### src/rtl/cam_capture_px.sv
// Camera pixel capture in the PCLK domain. Sensor bytes are paired into RGB565
// pixels, then decimated and clipped, and written out as linear-address framebuffer writes.
module cam_capture_px #(
    parameter int H_ACTIVE  = 640,
    parameter int V_ACTIVE  = 480,
    parameter int DECIM     = 2,
    parameter int ADDR_W    = 17,
    parameter int BYTE_SWAP = 0
) (
    input  logic              clk,
    input  logic              reset,
    input  logic              enable,
    input  logic              single_shot,
    input  logic              arm,
    input  logic              vsync,
    input  logic              href,
    input  logic [7:0]        cam_data,
    output logic              wr_en,
    output logic [ADDR_W-1:0] wr_addr,
    output logic [15:0]       wr_data,
    output logic              frame_done,
    output logic              busy,
    output logic              odd_err,
    output logic              clip_err
);

    localparam int CW = $clog2(H_ACTIVE + 1);
    localparam int RW = $clog2(V_ACTIVE + 1);
    localparam logic [CW-1:0] H_LIM  = CW'(H_ACTIVE);
    localparam logic [RW-1:0] V_LIM  = RW'(V_ACTIVE);
    localparam logic [CW-1:0] C_MASK = CW'(DECIM - 1);
    localparam logic [RW-1:0] R_MASK = RW'(DECIM - 1);

    typedef enum logic [1:0] {S_IDLE, S_WAIT_VS, S_ACTIVE} state_t;

    state_t            state_q;
    logic              vsync_q, href_q, phase_q, armed_q;
    logic [7:0]        byte_q;
    logic [CW-1:0]     col_q;
    logic [RW-1:0]     row_q;
    logic [ADDR_W-1:0] addr_q;
    logic              wr_en_q, frame_done_q, odd_err_q, clip_err_q;
    logic [ADDR_W-1:0] wr_addr_q;
    logic [15:0]       wr_data_q;

    logic              vs_fall, vs_rise, href_fall, line_end, in_range, decim_hit;
    logic [15:0]       pixel_d;
    logic [CW-1:0]     col_d;
    logic [RW-1:0]     row_d;
    logic [ADDR_W-1:0] addr_d;

    assign vs_fall   = vsync_q & ~vsync;
    assign vs_rise   = ~vsync_q & vsync;
    assign href_fall = href_q & ~href;
    // A frame end also closes the line that may still be open under href.
    assign line_end  = href_fall | vs_rise;

    assign pixel_d   = (BYTE_SWAP != 0) ? {cam_data, byte_q} : {byte_q, cam_data};
    assign in_range  = (col_q < H_LIM) && (row_q < V_LIM);
    assign decim_hit = ((col_q & C_MASK) == '0) && ((row_q & R_MASK) == '0);

    // Counters saturate: col/row only need to remember "at or past the limit".
    assign col_d  = (col_q == H_LIM) ? col_q : col_q + 1'b1;
    assign row_d  = (row_q == V_LIM) ? row_q : row_q + 1'b1;
    assign addr_d = (&addr_q) ? addr_q : addr_q + 1'b1;

    // wr_en is a one-cycle strobe qualifying wr_addr/wr_data; the sink has no
    // back-pressure and must accept every strobe.
    assign wr_en      = wr_en_q;
    assign wr_addr    = wr_addr_q;
    assign wr_data    = wr_data_q;
    assign frame_done = frame_done_q;
    assign busy       = (state_q != S_IDLE);
    assign odd_err    = odd_err_q;
    assign clip_err   = clip_err_q;

    always_ff @(posedge clk) begin
        if (reset) begin
            state_q      <= S_IDLE;
            vsync_q      <= 1'b1;
            href_q       <= 1'b0;
            phase_q      <= 1'b0;
            armed_q      <= 1'b0;
            byte_q       <= '0;
            col_q        <= '0;
            row_q        <= '0;
            addr_q       <= '0;
            wr_en_q      <= 1'b0;
            wr_addr_q    <= '0;
            wr_data_q    <= '0;
            frame_done_q <= 1'b0;
            odd_err_q    <= 1'b0;
            clip_err_q   <= 1'b0;
        end else begin
            vsync_q      <= vsync;
            href_q       <= href;
            wr_en_q      <= 1'b0;
            frame_done_q <= 1'b0;

            if (!enable) begin
                state_q <= S_IDLE;
                phase_q <= 1'b0;
            end else begin
                case (state_q)
                    S_IDLE: begin
                        if (!single_shot || armed_q) state_q <= S_WAIT_VS;
                    end
                    S_WAIT_VS: begin
                        if (vs_fall) begin
                            state_q   <= S_ACTIVE;
                            armed_q   <= 1'b0;
                            col_q     <= '0;
                            row_q     <= '0;
                            phase_q   <= 1'b0;
                            addr_q    <= '0;
                            wr_addr_q <= '0;
                        end
                    end
                    S_ACTIVE: begin
                        if (line_end) begin
                            if (phase_q) odd_err_q <= 1'b1;
                            if (col_q != '0) row_q <= row_d;
                            phase_q <= 1'b0;
                            col_q   <= '0;
                            if (vs_rise) begin
                                frame_done_q <= 1'b1;
                                state_q      <= single_shot ? S_IDLE : S_WAIT_VS;
                            end
                        end else if (href) begin
                            if (!phase_q) begin
                                byte_q  <= cam_data;
                                phase_q <= 1'b1;
                            end else begin
                                phase_q <= 1'b0;
                                col_q   <= col_d;
                                if (!in_range) begin
                                    clip_err_q <= 1'b1;
                                end else if (decim_hit) begin
                                    wr_en_q   <= 1'b1;
                                    wr_data_q <= pixel_d;
                                    wr_addr_q <= addr_q;
                                    addr_q    <= addr_d;
                                end
                            end
                        end
                    end
                    default: state_q <= S_IDLE;
                endcase
            end

            if (arm) armed_q <= 1'b1;
        end
    end

endmodule

### config.mk
export PLATFORM = sky130hd
export DESIGN_NAME = cam_capture_px
export DESIGN_NICKNAME = d
export VERILOG_FILES = /design/src/rtl/cam_capture_px.sv
export SDC_FILE = /design/constraint.sdc
export NUM_CORES = 1
export LEC_CHECK = 0
export ABC_AREA = 1
export CAP_MARGIN = 20
export CORE_MARGIN = 3
export CORE_UTILIZATION = 37
export CTS_BUF_LIST = sky130_fd_sc_hd__clkbuf_16
export DETAILED_ROUTE_END_ITERATION = 7
export GPL_TIMING_DRIVEN = 0
export RECOVER_POWER = 25
export SKIP_CTS_REPAIR_TIMING = 1
export SLEW_MARGIN = 20
export SYNTH_ARGS = -nofsm -noshare
export SYNTH_HDL_FRONTEND = slang
export SYNTH_SLANG_ARGS = --single-unit
### constraint.sdc
create_clock -name clk -period 2.2 [get_ports clk]
set_input_delay 0.44 -clock clk [delete_from_list [all_inputs] [get_ports clk]]
set_output_delay 0.44 -clock clk [all_outputs]
set_load 0.03 [all_outputs]
==> results of run 1 <==
[cell type report]
type                            count  area, um^2  area share
Timing Repair Buffer               58       566.8      0.1010
Clock buffer                        9       225.2     0.04014
Clock inverter                      7       52.55    0.009367
Buffer                             18       106.4     0.01896
Multi-Input combinational cell    483        2366      0.4217
Inverter                           95       359.1     0.06401
Tap cell                          143       178.9     0.03189
Sequential cell                    87        1755      0.3129
[per-layer routing]
layer	share of wire	vias to the layer above	global-route usage	wire length [um]
met5	0	-	0	0
met4	0.0095	0	0.05182	107
met3	0.044	10	0.04715	496
met2	0.48	76	0.2990	5415
met1	0.47	1949	0.2197	5259
li1	-	2278	-	-
[critical path, stage by stage, from the launching register on]
cell and delay [ns]:
dfxtp_1 0.42, inv_1 0.09, nand2_1 0.10, clkdlybuf4s50_1 0.67
[sequential cells by signal (all words and copies together) (netlist names), 2 cells and up]
signal / flops
wr_addr: 17
byte_q: 8
wr_data: 16
addr_q: 17
row_q: 9
state_q: 2
col_q: 10
[report_power, final]
group	switching (mW)	internal, mW
clock	0.676	0.777
sequential	0.0128	1.60
combinational	0.206	0.113
[how the worst max path moves through the flow]
stage                           from  slack, ns  cells past startpoint          to
final                     state_q[0]       0.13                      3        busy
after detailed placement   addr_q[0]      -0.25                     14  addr_q[16]
after floorplan            addr_q[0]       0.26                     14  addr_q[13]
after CTS                  addr_q[1]      -0.28                     14  addr_q[16]
after global routing       addr_q[1]      -0.01                     16  addr_q[12]
after global placement     addr_q[1]      -0.22                     14  addr_q[16]
[layout by cell type, fill, tap and decap left out, drive strengths merged]
master / count
nand2: 205
nor2: 105
inv: 97
dfxtp: 87
a21oi: 56
nand3: 42
clkdlybuf4s50: 33
o21ai: 30
clkbuf: 22
dlygate4sd3: 18
nand4: 12
buf: 12
nor3: 10
ha: 6
clkinv: 5
xor2: 4
nor3b: 3
nor4: 2
xnor2: 2
o21a: 1
or3b: 1
o21bai: 1
or2: 1
o31ai: 1
and2: 1
[logic make-up after synthesis]
| kind of cell | Yosys count | synth area share |
|---|---|---|
| flops | 87 | 0.3871 |
| fa+ha+maj | 6 | 0.01668 |
| simple gates | 382 | 0.3696 |
| compound gates | 89 | 0.1107 |
| xor+xnor | 6 | 0.01168 |
| buf+inv | 113 | 0.1043 |
==> impl_metrics.csv, run 1 <==
group,metric,value,unit
outcome,status,"finished, final reports clean",
hold_path,whs_endpoint,"byte_q[5]",
clock_tree,clock_latency,0.35,ns
route,wl,11.28,mm
yosys,synth_edf_count,0,
sta,slew_viol_final,0,
route,dr_total_vias,4313,
yosys,ys_seq_area_frac,0.3871,
hold_path,hold_path_class,"flop to flop",
clock_tree,cts.clk_slew.worst_paths,0.07,ns
sta,finClkSkew,0.006289,ns
global_route,grt_max_degree,17,
sta,max_freq,0.4823,GHz
global_route,grt_pass1_vias,4009,
critical_path,reg2reg_depth,14,
yosys,ys_types,35,
route,drtIter0Drc,193,
flow_run,drv_cap,0,
hold_path,min_path_cells,2,
sta,period_share,0.9425,
yosys,yosysTopAreaCell,"dfxtp_1",
final_layout,nets,773,
clock_tree,root_buffer,"clkbuf_16",
critical_path,start_kind,"flop",
power,ir_drop,0.3170,mV
route,firstDrtPassIters,5,
sta,fin_crit,2.074,ns
final_layout,antennaDiodeCount,0,
critical_path,r2r_start,"addr_q[1]",
clock_tree,cts_buffer_depth,2,
yosys,synthFlopType,"dfxtp_1",
final_layout,fin_util,0.4811,
sta,finalSetupViolations,0,
sta,tns,0,ns
die,die_w,116.3,um
final_layout,fillCellCount,1195,
placed_design,postPlaceCellArea,0.005189,mm^2
clock_tree,clock_sinks,87,
sta,max_slew_margin,0.5312,
yosys,avgSynthCellArea,6.588,um^2
die,initial_core_util,0.3858,
sta,rsz0062_at_grt,"true",
critical_path,cp-end-kind,"primary output",
route,drtAntennaViolNets,0,
yosys,synthCells,683,
global_route,grt_usage,0.1763,
sta,fin_hold_ws,0.4630,ns
sta,finalHoldViolations,0,
critical_path,reg2reg_slack,0.13,ns
die,die_area,0.01352,mm^2
yosys,ys_top_cells_by_area,"dfxtp_1, nand2_1, nor2_1",
die,ioPinCount,53,
yosys,synthArstFlopShare,0,
die,rows,39,
critical_path,worstSetupPathType,"flop to primary output",
power,p_per_area,603.1,mW/mm^2
clock_tree,numCtsBuffers,9,
power,p_total,3.384,mW
die,fp.dieH,116.3,um
final_layout,syn_to_final_growth,24.69,%
critical_path,rr_endpoint,"addr_q[8]",
final_layout,stdcell_count,900,
yosys,yosysMostFrequentCell,"nand2_1",
critical_path,cp_max_fo,4,
placed_design,dpl_worst_slack,-0.2501,ns
route,drt-wirelength-per-cell,12.53,um
sta,worst_slew_pin_slew,0.7032,ns
yosys,synth_common_cells,"nand2_1, nor2_1, dfxtp_1",
route,viasPerCell,4.792,
critical_path,arrival,1.63,ns
yosys,synth_top_area_frac,0.3871,
global_route,grt_first_pass_wirelength,18.84,mm
global_route,grt_overflow_total,0,
placed_design,io_buffers,51,
hold_path,hp-start,"byte_q[5]",
placed_design,hpwl,8.315,mm
final_layout,stdcell_area,0.005610,mm^2
global_route,antenna_found_initial,0,
power,p_leak,2.269,nW
placed_design,place_inst,877,
final_layout,drive_gt1_frac,0.1242,
die,core,0.01166,mm^2
clock_tree,tritoncts,"built",
placed_design,place.gp.congestion,0.8480,
yosys,ys_ff_latch,87,
sta,fin_ws,0.1264,ns
route,drc,0,
yosys,netlist_area,0.004499,mm^2
yosys,synth_nets,704,
critical_path,critical_path_required,1.76,ns
clock_tree,h-tree-depth,3,
yosys,yosys_warnings,0,
Power figures use the tool's default switching activity.
==> run 2, diff against run 1 <==
Settings changed: GPL_TIMING_DRIVEN 0 to default.
==> run 2 against run 1 <==
Compared with the run above:
- clock-buffer cell count unchanged
- worst hold slack got worse by 0.0048 ns
- flip-flop and latch count unchanged
- critical path type unchanged
- non-clock buffer count increased by 15
- final area increased by 3.0%
- register-to-register slack improved by 0.02 ns
- sequential share of layout area decreased by 1.1 points
- worst setup slack improved by 0.0076 ns
- maximum frequency increased by 0.37%
- routed wire length decreased by 2.1%
- die area unchanged
- largest power group is now clock
==> impl_metrics.csv, run 2 (synthesized netlist as in run 1, its figures left out) <==
group,metric,value,unit
final_layout,syn_to_final_growth,28.39,%
sta,rsz0062_at_grt,"false",
route,drtIter0Drc,245,
final_layout,antennaDiodeCount,0,
route,drt-wirelength-per-cell,12.06,um
final_layout,fin_util,0.4953,
critical_path,slowest_stage,"clkdlybuf4s50_1",
critical_path,reg2reg_depth,14,
critical_path,rr_endpoint,"addr_q[8]",
final_layout,stdcell_area,0.005777,mm^2
die,rows,39,
placed_design,place.gp.congestion,0.8340,
global_route,antenna_found_initial,0,
global_route,grt_overflow_total,0,
sta,finalHoldViolations,0,
sta,max_slew_margin,0.3952,
placed_design,hpwl,8.188,mm
power,p_total,3.618,mW
die,core,0.01166,mm^2
final_layout,final_common_cell,"nand2_1",
route,firstDrtPassIters,5,
sta,period_share,0.9391,
hold_path,hold_path_class,"flop to flop",
critical_path,reg2reg_slack,0.15,ns
power,p_per_area,626.3,mW/mm^2
critical_path,critical_path_required,1.76,ns
placed_design,io_buffers,52,
final_layout,stdcell_count,915,
final_layout,drive_gt1_frac,0.1347,
route,drtAntennaViolNets,0,
clock_tree,clock_sinks,87,
critical_path,start_kind,"flop",
clock_tree,tritoncts,"built",
global_route,grt_pass1_vias,3985,
die,die_w,116.3,um
critical_path,critPathBufInv,2,
placed_design,dpl_worst_slack,-0.02176,ns
die,initial_core_util,0.3858,
final_layout,nets,788,
critical_path,arrival,1.63,ns
route,wl,11.04,mm
global_route,grt_max_degree,25,
sta,fin_crit,2.066,ns
clock_tree,h-tree-depth,3,
power,ir_drop,0.2926,mV
global_route,grt_first_pass_wirelength,18.62,mm
critical_path,crit_family,"buffers and inverters",
die,die_area,0.01352,mm^2
clock_tree,cts.clk_slew.worst_paths,0.07,ns
sta,fin_hold_ws,0.4582,ns
sta,tns,0,ns
sta,slew_viol_final,0,
critical_path,cp_max_fo,4,
critical_path,cp_cell_sequence,"inv_1 -> nand2_1 -> clkdlybuf4s50_1",
critical_path,endpoint,"busy",
final_layout,final_cell_mix,"nand2_1, nor2_1, inv_1, dfxtp_1, a21oi_1",
route,viasPerCell,4.749,
flow_run,drv_cap,0,
power,p_leak,2.375,nW
route,drc,0,
clock_tree,numCtsBuffers,9,
critical_path,r2r_start,"addr_q[1]",
route,dr_total_vias,4345,
clock_tree,root_buffer,"clkbuf_16",
sta,finalSetupViolations,0,
critical_path,cp-end-kind,"primary output",
critical_path,crit_path_start,"state_q[0]",
clock_tree,clock_latency,0.35,ns
sta,max_freq,0.4840,GHz
sta,worst_slew_pin_slew,0.9072,ns
placed_design,place_inst,893,
critical_path,critPathMaxStageDelay,0.67,ns
final_layout,fillCellCount,1203,
clock_tree,cts_buffer_depth,2,
critical_path,cp.depth,3,
die,ioPinCount,53,
die,fp.dieH,116.3,um
critical_path,worstSetupPathType,"flop to primary output",
global_route,grt_usage,0.1710,
sta,finClkSkew,0.008151,ns
sta,fin_ws,0.1341,ns
outcome,status,"finished, final reports clean",
placed_design,postPlaceCellArea,0.005361,mm^2
[run 2: layer usage]
metal,vias to the layer above,global-route usage,part of all wire
li1,2316,-,-
met1,1941,0.2296,0.49
met2,75,0.2731,0.46
met3,13,0.02953,0.035
met4,0,0.06883,0.015
met5,-,0,0
[run 2: layout make-up]
type,count,area [um^2],share of cell area
multi-input cells,483,2323,0.4022
clock inverters,7,102.6,0.01776
flip-flops and latches,87,1744,0.3019
repair buffers,91,843.3,0.1460
inverters,95,359.1,0.06216
clock buffers,9,225.2,0.03899
well taps,143,178.9,0.03097
[run 2: power breakdown]
part	switching (mW)	internal (mW)	total, mW
Clock	0.669	1.01	1.68
Sequential	0.0126	1.60	1.61
Combinational	0.202	0.126	0.327
Total	0.884	2.73	3.62
[run 2: how the worst min path moves through the flow]
| stage | from | to | slack [ns] | cells past startpoint |
|---|---|---|---|---|
| CTS | byte_q[7] | byte_q[7] | 0.46 | 2 |
| finish | byte_q[7] | byte_q[7] | 0.46 | 2 |
| detailed placement | byte_q[7] | byte_q[7] | 0.45 | 2 |
| floorplan | byte_q[0] | byte_q[0] | 0.44 | 2 |
| global route | byte_q[4] | byte_q[4] | 0.48 | 2 |
| global placement | byte_q[7] | byte_q[7] | 0.45 | 2 |
[run 2: worst min-delay path, stage by stage, from the launching register on]
cell     delay [ns]
dfxtp_1        0.31
nand2_1        0.06
a21oi_1        0.05
